[config.mk]
export PLATFORM = sky130hd
export DESIGN_NAME = mem_ctrl
export DESIGN_NICKNAME = d
export VERILOG_FILES = /design/src/rtl/mem_ctrl_pkg.sv /design/src/rtl/mem_ctrl_ext.sv /design/src/rtl/mem_ctrl.sv
export SDC_FILE = /design/constraint.sdc
export NUM_CORES = 1
export LEC_CHECK = 0
export CAP_MARGIN = 20
export CORE_UTILIZATION = 60
export CTS_BUF_LIST = sky130_fd_sc_hd__clkbuf_16
export DETAILED_ROUTE_END_ITERATION = 12
export DONT_BUFFER_PORTS = 1
export PLACE_DENSITY = 0.86
export SYNTH_ARGS = -nofsm -noshare
export SYNTH_HDL_FRONTEND = slang
export SYNTH_SLANG_ARGS = --single-unit
export TNS_END_PERCENT = 10
[constraint.sdc]
create_clock -name clk -period 5.4 [get_ports clk]
set_input_delay 0.27 -clock clk [delete_from_list [all_inputs] [get_ports clk]]
set_output_delay 0.27 -clock clk [all_outputs]
set_load 0.05 [all_outputs]
[src/rtl/mem_ctrl_pkg.sv]
`default_nettype none
// ============================================================================
// Module      : mem_ctrl_pkg
// Description : Shared definitions for the byte-serial memory controller:
//               access-size encodings, FSM state type and a helper that maps
//               an access size to its byte count.
// Revision    : 1.0  initial release
// ============================================================================
package mem_ctrl_pkg;

   // Access-size encodings shared with the MEM pipeline stage
   localparam logic [1:0] MEM_NOP  = 2'b00;
   localparam logic [1:0] MEM_BYTE = 2'b01;
   localparam logic [1:0] MEM_HALF = 2'b10;
   localparam logic [1:0] MEM_WORD = 2'b11;

   typedef enum logic [1:0] {
      ST_IDLE  = 2'd0,
      ST_READ  = 2'd1,
      ST_WRITE = 2'd2,
      ST_DONE  = 2'd3
   } state_t;

   // Number of RAM bytes moved for a given access size
   function automatic logic [2:0] sel_bytes(input logic [1:0] sel);
      case (sel)
         MEM_BYTE: sel_bytes = 3'd1;
         MEM_HALF: sel_bytes = 3'd2;
         MEM_WORD: sel_bytes = 3'd4;
         default:  sel_bytes = 3'd0;
      endcase
   endfunction

endpackage
`default_nettype wire

[src/rtl/mem_ctrl_ext.sv]
`default_nettype none
// ============================================================================
// Module      : mem_ctrl_ext
// Description : Combinational load-result extension. BYTE results extend
//               bit 7, HALF results extend bit 15 (sign or zero depending on
//               i_sign); WORD results pass through unmodified.
// Ports       : i_word  - assembled little-endian word
//               i_sel   - access size encoding
//               i_sign  - 1 sign-extend, 0 zero-extend
//               o_word  - extended result
// Revision    : 1.0  initial release
// ============================================================================
module mem_ctrl_ext
   import mem_ctrl_pkg::*;
#(
   parameter int DATA_W = 32
) (
   input  logic [DATA_W-1:0] i_word,
   input  logic [1:0]        i_sel,
   input  logic              i_sign,
   output logic [DATA_W-1:0] o_word
);

   always_comb begin
      o_word = i_word;
      case (i_sel)
         MEM_BYTE: o_word = {{(DATA_W-8){i_sign & i_word[7]}}, i_word[7:0]};
         MEM_HALF: o_word = {{(DATA_W-16){i_sign & i_word[15]}}, i_word[15:0]};
         default:  o_word = i_word;
      endcase
   end

endmodule
`default_nettype wire

[src/rtl/mem_ctrl.sv]
`default_nettype none
// ============================================================================
// Module      : mem_ctrl
// Description : Arbitrates instruction-fetch and load/store requests onto a
//               byte-wide synchronous RAM. MEM requests win over IF. Each
//               access is serialised one byte per cycle, little-endian.
// Ports       : clk, rst        - clock, async active-high reset
//               if_req_i/if_addr_i/if_inst_o/if_done_o   - fetch port
//               mem_req_i/mem_we_i/mem_sel_i/mem_sign_i/
//               mem_addr_i/mem_wdata_i/mem_rdata_o/mem_done_o - load/store port
//               ram_addr_o/ram_din_i/ram_dout_o/ram_wr_o  - RAM byte port
// Revision    : 1.0  initial release
// ============================================================================
module mem_ctrl
   import mem_ctrl_pkg::*;
#(
   parameter int ADDR_W = 32,
   parameter int DATA_W = 32
) (
   input  logic              clk,
   input  logic              rst,
   input  logic              if_req_i,
   input  logic [ADDR_W-1:0] if_addr_i,
   output logic [DATA_W-1:0] if_inst_o,
   output logic              if_done_o,
   input  logic              mem_req_i,
   input  logic              mem_we_i,
   input  logic [1:0]        mem_sel_i,
   input  logic              mem_sign_i,
   input  logic [ADDR_W-1:0] mem_addr_i,
   input  logic [DATA_W-1:0] mem_wdata_i,
   output logic [DATA_W-1:0] mem_rdata_o,
   output logic              mem_done_o,
   output logic [ADDR_W-1:0] ram_addr_o,
   input  logic [7:0]        ram_din_i,
   output logic [7:0]        ram_dout_o,
   output logic              ram_wr_o
);

   state_t              r_state;
   state_t              w_next;
   logic [2:0]          r_cnt;
   logic [ADDR_W-1:0]   r_addr;
   logic [1:0]          r_sel;
   logic                r_sign;
   logic [DATA_W-1:0]   r_wdata;
   logic                r_is_mem;
   logic [DATA_W-1:0]   r_buf;
   logic [DATA_W-1:0]   r_mem_rdata;
   logic [DATA_W-1:0]   r_if_inst;

   logic                w_accept_mem;
   logic                w_accept_if;
   logic [2:0]          w_nbytes;
   logic [ADDR_W-1:0]   w_byte_addr;
   logic [DATA_W-1:0]   w_wshift;
   logic [DATA_W-1:0]   w_merged;
   logic [DATA_W-1:0]   w_ext;

   assign w_nbytes    = sel_bytes(r_sel);
   assign w_byte_addr = r_addr + ADDR_W'(r_cnt);
   assign w_wshift    = r_wdata >> {r_cnt, 3'b000};
   // RAM data arrives one cycle after its address, so the byte on
   // ram_din_i in count c belongs to byte lane c-1. The last lane is merged
   // combinationally so the result register is loaded on the READ->DONE edge.
   assign w_merged    = r_buf | (DATA_W'(ram_din_i) << {r_cnt - 3'd1, 3'b000});

   mem_ctrl_ext #(
      .DATA_W (DATA_W)
   ) u_ext (
      .i_word (w_merged),
      .i_sel  (r_sel),
      .i_sign (r_sign),
      .o_word (w_ext)
   );

   // -------------------------------------------------------------------------
   // State register
   // -------------------------------------------------------------------------
   always_ff @(posedge clk or posedge rst) begin
      if (rst) begin
         r_state <= ST_IDLE;
      end else begin
         r_state <= w_next;
      end
   end

   // -------------------------------------------------------------------------
   // Next-state and RAM/handshake outputs. Outputs decode only from state so
   // an asynchronous reset drops ram_wr_o immediately.
   // -------------------------------------------------------------------------
   always_comb begin
      w_next       = r_state;
      w_accept_mem = 1'b0;
      w_accept_if  = 1'b0;
      ram_addr_o   = '0;
      ram_dout_o   = '0;
      ram_wr_o     = 1'b0;
      if_done_o    = 1'b0;
      mem_done_o   = 1'b0;
      case (r_state)
         ST_IDLE: begin
            if (mem_req_i && (mem_sel_i != MEM_NOP)) begin
               w_accept_mem = 1'b1;
               w_next       = mem_we_i ? ST_WRITE : ST_READ;
            end else if (if_req_i) begin
               w_accept_if  = 1'b1;
               w_next       = ST_READ;
            end
         end
         ST_READ: begin
            if (r_cnt < w_nbytes) begin
               ram_addr_o = w_byte_addr;
            end
            if (r_cnt == w_nbytes) begin
               w_next = ST_DONE;
            end
         end
         ST_WRITE: begin
            ram_addr_o = w_byte_addr;
            ram_dout_o = w_wshift[7:0];
            ram_wr_o   = 1'b1;
            if (r_cnt == (w_nbytes - 3'd1)) begin
               w_next = ST_DONE;
            end
         end
         ST_DONE: begin
            mem_done_o = r_is_mem;
            if_done_o  = ~r_is_mem;
            w_next     = ST_IDLE;
         end
         default: w_next = ST_IDLE;
      endcase
   end

   // -------------------------------------------------------------------------
   // Request latch, byte counter and read assembly
   // -------------------------------------------------------------------------
   always_ff @(posedge clk or posedge rst) begin
      if (rst) begin
         r_cnt       <= '0;
         r_addr      <= '0;
         r_sel       <= MEM_NOP;
         r_sign      <= 1'b0;
         r_wdata     <= '0;
         r_is_mem    <= 1'b0;
         r_buf       <= '0;
         r_mem_rdata <= '0;
         r_if_inst   <= '0;
      end else begin
         case (r_state)
            ST_IDLE: begin
               r_cnt <= '0;
               r_buf <= '0;
               if (w_accept_mem) begin
                  r_addr   <= mem_addr_i;
                  r_sel    <= mem_sel_i;
                  r_sign   <= mem_sign_i;
                  r_wdata  <= mem_wdata_i;
                  r_is_mem <= 1'b1;
               end else if (w_accept_if) begin
                  // Fetches behave as unsigned word loads
                  r_addr   <= if_addr_i;
                  r_sel    <= MEM_WORD;
                  r_sign   <= 1'b0;
                  r_is_mem <= 1'b0;
               end
            end
            ST_READ: begin
               if (r_cnt != 3'd0) begin
                  r_buf <= w_merged;
               end
               if (r_cnt == w_nbytes) begin
                  r_cnt <= '0;
                  if (r_is_mem) begin
                     r_mem_rdata <= w_ext;
                  end else begin
                     r_if_inst   <= w_ext;
                  end
               end else begin
                  r_cnt <= r_cnt + 3'd1;
               end
            end
            ST_WRITE: begin
               if (r_cnt == (w_nbytes - 3'd1)) begin
                  r_cnt <= '0;
               end else begin
                  r_cnt <= r_cnt + 3'd1;
               end
            end
            default: r_cnt <= '0;
         endcase
      end
   end

   assign mem_rdata_o = r_mem_rdata;
   assign if_inst_o   = r_if_inst;

endmodule
`default_nettype wire
==> results.txt, run 1 <==
result of the run: completed
VDD IR max: 0.506 mV
Setup-failing EPs final: 0
CTS buffer count: 17
io pins: 219
Port Buffers: 0
WS Path Type: flip-flop to output pin
Initial Util: 61.3%
Yosys top cell by area: dfrtp_1
Pint: 3.38 mW
commonest non-fill, non-tap cells in the layout: dfrtp_1 (169), nor2_1 (115), a21oi_1 (88)
gr ovfl total: 0
crit path capture: ram_addr_o[18]
Net Sw Power: 3.59 mW
slew margin rel.: 24.0%
critical path startpoint category: flip-flop
clock slew at reported path FFs: 0.06 ns
highest clock rate: 0.225 GHz
first-pass GRT wire length: 33,500 µm
# hold bufs at CTS: 43
Fin Setup TNS: 0 ns
Sequential Power Share: 42.3%
row count: 43
library cells used by synthesis: 60
synthesis-to-layout area growth: 14.0%
sequential area share after synthesis: 49.9%
final WL: 21,000 µm
H-Tree Depth: 4
CP Capture Type: output pin
Setup crit start: r_cnt[0]
Die ar.: 14,600 µm²
Post-Syn Instances: 826
Syn. warnings: 0
clk root buf: clkbuf_16
Post-Synthesis Cell Area: 8470 µm²
commonest non-fill, non-tap cell in the layout: dfrtp_1
number of routed nets with antenna violations: 0
vias: 6,693
antenna violations before repair: 0
Core Region: 13,800 µm²
vias in the first global route: 6,480
Post-DP HPWL: 13,300 µm
# Post-CTS Setup Buffers: 0
Layout Skew: 0.00964 ns
net switching share of the total power: 51.5%
Reg2Reg Setup Slack: 1.90 ns
Nets: 984
ys async rst share: 100%
path depth of the worst reg2reg path: 6
WHS: 0.00651 ns
Worst Max-Slew Pin Slew: 1.11 ns
ys flop type: dfrtp_1
CTS tree: built
RSZ-0062 raised after global routing: false
TritonRoute pass-1 iters: 5
power share of the clock group: 17.1%
wire per inst: 20.1 µm
die height: 121 µm
# DRC: 0
DP Area: 8650 µm²
share of cells above drive strength 1: 15.3%
crit path DAT: 4.18 ns
power per cell area: 721 nW/µm²
Finished Cell Area: 9660 µm²
largest net degree at the start of global routing: 108
clk_lat worst skew: 0.43 ns
Routability Congestion: 0.849
crit-path max FO: 17
# clock sinks: 169
final worst-path cycle share: 82.4%
Reg-to-Reg End: if_inst_o[24]
vias per inst: 6.41
Area contributors post-synth: dfrtp_1 (50%), mux2_2 (6.4%), a21oi_1 (5.2%)
fin. max-slew vios: 0
Die X-Extent: 121 µm
Initial DRC Count: 503
Hold Fails Final Rpt: 0
fill count: 980
CTS max path bufs: 2
#FFs+latches synth: 169
Max-Cap Viols: 0
number of flops mapped to enable cells by yosys: 0
Pleak: 4.02 nW
Period minus WS final: 4.45 ns
Total GRT Usage: 29.7%
Avg Synthesized Cell Area: 10.3 µm²
Hold Path Class: input port to flip-flop
post_cts resized: 0
Combinational Power Share: 40.5%
syn_nets: 958
Yosys top cell area share: 49.9%
ANT cells: 0
Required @ worst endpoint: 5.13 ns
R2R Path Start: r_cnt[0]
-- worst max-delay path, stage by stage, from the launching register on --
cell and delay (ns):
dfrtp_1 0.91, ha_1 0.35, inv_1 0.07, fa_1 0.38
and2b_1 0.30, o2111ai_1 0.42, or3_1 0.49, a21oi_1 0.82
-- cells in the mapped netlist (4+ instances only) --
cell type / count
nand3_1: 19
o211ai_1: 7
and4_1: 6
or4_1: 11
xnor2_1: 8
mux2_2: 48
clkbuf_1: 40
a22oi_1: 8
dfrtp_1: 169
nand4_1: 12
a32oi_1: 8
nor3_1: 5
o31ai_1: 12
buf_1: 4
a21oi_1: 88
inv_1: 21
a22o_1: 7
o21ai_0: 5
o22ai_1: 35
nor2_1: 117
mux2i_1: 7
a31oi_1: 40
nor2b_1: 15
nand3b_1: 7
mux4_2: 8
buf_2: 15
and2_1: 5
ha_1: 19
nand2_1: 28
-- layer usage --
metal  vias up  share of wire [%]  track usage [%]
li1       3067                  -                -
met1      3251                 41             38.7
met2       327                 48             46.8
met3        48                8.0             7.88
met4         0                3.0             12.7
met5         -                  0                0
-- worst min-delay path by stage --
stage / startpoint / endpoint / slack (ns) / cells after the start
floorplan: mem_sel_i[0] / r_sel[0] / 0.40 / 1
global placement: rst / mem_rdata_o[20] / 0.39 / 1
detailed placement: rst / if_inst_o[20] / 0.39 / 1
CTS: ram_din_i[0] / r_buf[0] / 0.0001 / 2
global route: ram_din_i[7] / r_buf[31] / 0.001 / 2
finish: ram_din_i[7] / r_buf[23] / 0.007 / 2
-- registers in the layout, summed over array words and instances, names as in the netlist --
name and count:
if_inst_o 32, mem_rdata_o 32, r_addr 32, r_buf 32, r_cnt 3, r_is_mem 1
r_sel 2, r_sign 1, r_state 2, r_wdata 32
-- power by group through the flow --
stage	Combinational, mW	Clock, mW	Sequential, mW
floorplan	2.29	0	2.81
global placement	2.69	0	2.93
detailed placement	2.76	0	2.96
CTS	2.81	1.20	2.94
global route	3.06	1.26	3.03
finish	2.82	1.19	2.95
-- kinds of logic after synthesis --
logic type / synth area share (%)
fa+ha+maj: 3.04
xor+xnor: 1.33
mux: 9.46
flops: 49.9
buf+inv: 4.38
compound gates: 17.6
simple gates: 14.3
-- stage by stage --
stage	util, %	cells	worst slack, ns	power, mW
finish	69.9	1044	0.953	6.97
global route	69.9	1044	0.634	7.34
CTS	69.8	1043	0.897	6.95
detailed placement	62.5	969	1.37	5.73
global placement	62.5	969	1.47	5.61
floorplan	-	826	0.555	5.10
-- area by class of cell --
type | instances | area, µm² | share of cell area, %
repair buffers | 71 | 643 | 6.66
clock buffers | 17 | 425 | 4.40
multi-input cells | 571 | 3900 | 40.4
inverters | 22 | 87.6 | 0.907
flip-flops and latches | 169 | 4230 | 43.8
clock inverters | 14 | 146 | 1.52
well taps | 180 | 225 | 2.33
Power figures use the tool's default switching activity.
==> run 2, diff against run 1 <==
Clock period 5.4 ns to 4.5 ns, I/O delays scaled along.
==> run 2 against run 1 <==
  * Global-route usage rose by 0.75 points
  * Register-to-register slack worse by 0.53 ns
  * Clock-buffer cell count stayed put
  * Non-clock buffer count up 17
  * Sequential share of layout area is 0.58 points lower
  * Sequential power increased by 20%
  * Die area unchanged
==> results.txt, run 2 (synthesized netlist as in run 1, its figures left out) <==
largest net degree at the start of global routing: 170
R2R Path Start: r_cnt[1]
Layout Skew: 0.0101 ns
Initial DRC Count: 715
Hold Fails Final Rpt: 0
CTS max path bufs: 2
synthesis-to-layout area growth: 15.5%
Setup-failing EPs final: 0
Pleak: 4.11 nW
Period minus WS final: 3.75 ns
Required @ worst endpoint: 4.28 ns
multi-input logic area: 3900 µm²
crit-path max FO: 13
Slowest-stage cell, CP: dfrtp_1
clk root buf: clkbuf_16
Total GRT Usage: 30.4%
Core Region: 13,800 µm²
gr ovfl total: 0
row count: 43
vias in the first global route: 6,438
fin cells: 1,062
Port Buffers: 0
Setup crit start: r_cnt[1]
flip-flop and latch area: 4230 µm²
Placed Cells: 984
Worst Max-Slew Pin Slew: 1.03 ns
result of the run: completed
H-Tree Depth: 4
Die X-Extent: 121 µm
io pins: 219
commonest non-fill, non-tap cells in the layout: dfrtp_1 (169), nor2_1 (115), a21oi_1 (88)
Max-Cap Viols: 0
clk_lat worst skew: 0.43 ns
Post-DP HPWL: 13,300 µm
CP delay by family, top: simple AND/OR/NAND/NOR gates
final worst-path cycle share: 83.4%
share of cells above drive strength 1: 16.1%
worst path cell trace: inv_1 -> fa_1 -> and2b_1 -> o2111ai_1 -> or4_1 -> a21oi_1 -> buf_4
Worst path max stage delay: 0.73 ns
antenna violations before repair: 0
first-pass GRT wire length: 34,100 µm
RSZ-0062 raised after global routing: false
ANT cells: 0
commonest non-fill, non-tap cell in the layout: dfrtp_1
TritonRoute pass-1 iters: 5
clock slew at reported path FFs: 0.06 ns
power per cell area: 868 nW/µm²
net switching share of the total power: 51.2%
WHS: 0.0127 ns
DP Area: 8770 µm²
wire per inst: 20.6 µm
worst path bufs/invs: 2
CTS tree: built
Tot Pwr: 8.49 mW
hold path start: if_addr_i[12]
highest clock rate: 0.266 GHz
Fin Setup TNS: 0 ns
vias: 6,909
die height: 121 µm
Net Sw Power: 4.35 mW
number of routed nets with antenna violations: 0
power share of the clock group: 16.6%
Initial Util: 61.3%
Combinational Power Share: 41.9%
VDD IR max: 0.748 mV
CP Capture Type: output pin
Nets: 1,001
fill count: 937
vias per inst: 6.51
slew margin rel.: 31.5%
fin. max-slew vios: 0
WS Path Type: flip-flop to output pin
Pint: 4.14 mW
CTS buffer count: 17
final WL: 21,900 µm
Hold Path Class: input port to flip-flop
# clock sinks: 169
crit path DAT: 3.53 ns
critical path startpoint category: flip-flop
Die ar.: 14,600 µm²
Finished Cell Area: 9790 µm²
Routability Congestion: 0.842
# DRC: 0
Sequential Power Share: 41.6%
post_cts resized: 0
[run 2: cell type report]
class / count / area share [%]
inverter: 22 / 0.882
timing repair buffer: 88 / 8.05
tap: 180 / 2.30
clock buffer: 17 / 4.35
clock inverter: 15 / 1.39
multi-input combinational: 571 / 39.8
sequential: 169 / 43.2
[run 2: stage by stage]
stage          utilization [%]  setup slack [ns]
6_report                  70.8             0.747
5_1_grt                   70.8             0.492
3_3_place_gp              63.4              1.28
3_5_place_dp              63.4              1.20
2_1_floorplan                -              1.42
4_1_cts                   70.8             0.717
[run 2: power by group through the flow]
| stage | clock network (mW) | registers (mW) | logic (mW) |
|---|---|---|---|
| detailed placement | 0 | 3.53 | 3.45 |
| global route | 1.49 | 3.60 | 3.84 |
| finish | 1.41 | 3.53 | 3.56 |
| global placement | 0 | 3.49 | 3.37 |
| floorplan | 0 | 3.37 | 2.75 |
| CTS | 1.42 | 3.50 | 3.51 |
[run 2: timing repair]
action                                  CTS  global route
hold endpoints to repair                100             0
setup buffers                             0             0
hold buffers                             46             0
endpoints found under the setup margin    0             0
[run 2: final timing paths]
path	end	slack (ns)	depth (start not counted)
setup / recovery	ram_addr_o[26]	0.75	7
hold / removal	r_addr[12]	0.01	2
setup reg to reg	if_inst_o[23]	1.37	6
hold reg to reg	r_buf[27]	0.50	2
max in group asynchronous	if_inst_o[22]	3.29	3
min in group asynchronous	r_addr[30]	0.45	3
[run 2: worst register-to-register path, stage by stage (launching register included)]
cell and delay, ns:
dfrtp_1 0.73, inv_1 0.21, ha_1 0.45, and2_1 0.34, a31oi_4 0.44, o22a_2 0.61, a31oi_1 0.19
[run 2: metal layers]
| metal | global-route usage (%) | vias to the layer above | routed length [µm] |
|---|---|---|---|
| met2 | 47.3 | 372 | 10400 |
| met1 | 40.1 | 3353 | 8830 |
| met4 | 13.4 | 0 | 761 |
| met5 | 0 | - | 0 |
| li1 | - | 3111 | - |
| met3 | 8.21 | 73 | 1860 |
==> run 3, diff against run 2 <==
Settings changed: CORE_UTILIZATION 60 to 58.
Clock period 4.5 ns to 3.4 ns, I/O delays scaled along.
==> run 3 against run 2 <==
  * Sequential share of layout area down 2.8 points
  * Clock power up 31%
  * Total power up 35%
  * Cell area up 7.0%
  * Critical path depth up 1
  * First-iteration DRC count down 12%
  * Register-to-register slack worse by 0.57 ns
==> results.txt, run 3 (synthesized netlist as in run 1, its figures left out) <==
clk root buf: clkbuf_16
CTS max path bufs: 2
Period minus WS final: 3.20 ns
Nets: 1,069
Fin Setup TNS: 0 ns
row count: 43
Hold Fails Final Rpt: 0
wire per inst: 21.2 µm
fin cells: 1,131
Finished Cell Area: 10,500 µm²
Required @ worst endpoint: 3.23 ns
commonest non-fill, non-tap cells in the layout: dfrtp_1 (169), nor2_1 (115), dlygate4sd3_1 (95)
Hold Path Class: input port to flip-flop
Sequential Power Share: 40.8%
Core Region: 14,000 µm²
# Post-CTS Setup Buffers: 0
cell count of the worst hold path: 2
Placed Cells: 1,001
RSZ-0062 raised after global routing: false
Layout Skew: 0.00801 ns
Max-Cap Viols: 0
CTS buffer count: 17
final WL: 24,000 µm
# hold bufs at CTS: 95
Pint: 5.50 mW
DP Area: 8910 µm²
TritonRoute pass-1 iters: 5
number of routed nets with antenna violations: 0
power share of the clock group: 16.1%
Initial Util: 60.3%
vias: 7,406
Post-DP HPWL: 14,400 µm
Die X-Extent: 123 µm
Setup-failing EPs final: 0
WS Path Type: flip-flop to output pin
Total GRT Usage: 32.1%
share of cells above drive strength 1: 17.4%
clk_lat worst skew: 0.42 ns
# clock sinks: 169
vias per inst: 6.55
Reg2Reg Setup Slack: 0.80 ns
power per cell area: 1100 nW/µm²
CP Capture Type: output pin
Routability Congestion: 0.859
VDD IR max: 0.705 mV
synthesis-to-layout area growth: 23.6%
H-Tree Depth: 4
io pins: 219
Worst Max-Slew Pin Slew: 1.07 ns
result of the run: completed
antenna violations before repair: 1
Combinational Power Share: 43.1%
slew margin rel.: 28.8%
commonest non-fill, non-tap cell in the layout: dfrtp_1
Net Sw Power: 5.98 mW
# DRC: 0
net switching share of the total power: 52.1%
fill count: 888
first-pass GRT wire length: 36,800 µm
highest clock rate: 0.312 GHz
vias in the first global route: 6,993
crit-path max FO: 9
CTS tree: built
die height: 123 µm
critical path startpoint category: flip-flop
post_cts resized: 0
clock slew at reported path FFs: 0.07 ns
crit path DAT: 3.03 ns
Tot Pwr: 11.5 mW
path depth of the worst reg2reg path: 6
final worst-path cycle share: 94.2%
largest net degree at the start of global routing: 54
Die ar.: 15,100 µm²
Port Buffers: 0
fin. max-slew vios: 0
gr ovfl total: 0
Initial DRC Count: 631
Pleak: 4.44 nW
==> run 3: cell count changes in the layout (fill, tap and decap cells not counted) <==
cell / delta
inv_8: +3
buf_12: +2
dlygate4sd3_1: +49
diode_2: +1
clkinv_8: +2
bufinv_16: -2
buf_4: +16
inv_6: +1
clkinv_4: +1
clkinv_2: -1
buf_16: +1
inv_1: -3
clkinv_1: -1
==> run 3: critical path, cell delays in order (launching register included) <==
cell and delay (ns):
dfrtp_1 0.37, ha_1 0.23, inv_1 0.07, fa_1 0.37, and2b_1 0.30, o21ai_1 0.28, or4_1 0.58, a21oi_1 0.19
buf_4 0.22
==> run 3: stage by stage <==
stage               setup WS [ns]  utilization, %  hold WS (ns)
global route               0.0356            74.6        0.0115
detailed placement          0.726            63.4         0.298
finish                      0.197            74.6        0.0118
floorplan                   0.371               -         0.296
CTS                         0.253            74.2       0.00134
global placement            0.818            63.4         0.290
==> run 3: cell type report <==
| cell class | count | area, µm² | share of cell area (%) |
|---|---|---|---|
| Multi-Input combinational cell | 571 | 3900 | 37.2 |
| Sequential cell | 169 | 4230 | 40.4 |
| Inverter | 22 | 86.3 | 0.824 |
| Clock inverter | 15 | 140 | 1.34 |
| Antenna cell | 1 | 2.50 | 0.0239 |
| Clock buffer | 17 | 425 | 4.06 |
| Timing Repair Buffer | 156 | 1470 | 14.0 |
| Tap cell | 180 | 225 | 2.15 |
==> run 3: metal layers <==
metal	vias to the layer above	track usage (%)	part of all wire, %
met3	76	8.32	9.3
met4	0	14.9	3.4
li1	3259	-	-
met2	460	53.3	50
met5	-	0	0
met1	3611	39.2	38
==> run 3: path summary, 6_finish.rpt <==
| kind | from | endpoint |
|---|---|---|
| max | r_cnt[0] | ram_addr_o[12] |
| min | mem_addr_i[28] | r_addr[28] |
| max reg2reg | r_cnt[0] | if_inst_o[27] |
| min reg2reg | r_buf[5] | r_buf[5] |
| max in group asynchronous | rst | r_buf[17] |
| min in group asynchronous | rst | r_addr[22] |
==> run 3: power by group through the flow <==
stage	Clock [mW]	Combinational [mW]	Sequential [mW]
after global placement	0	4.55	4.62
after global routing	1.95	5.27	4.79
after floorplan	0	3.64	4.46
final	1.85	4.95	4.69
after CTS	1.86	4.82	4.64
after detailed placement	0	4.69	4.67
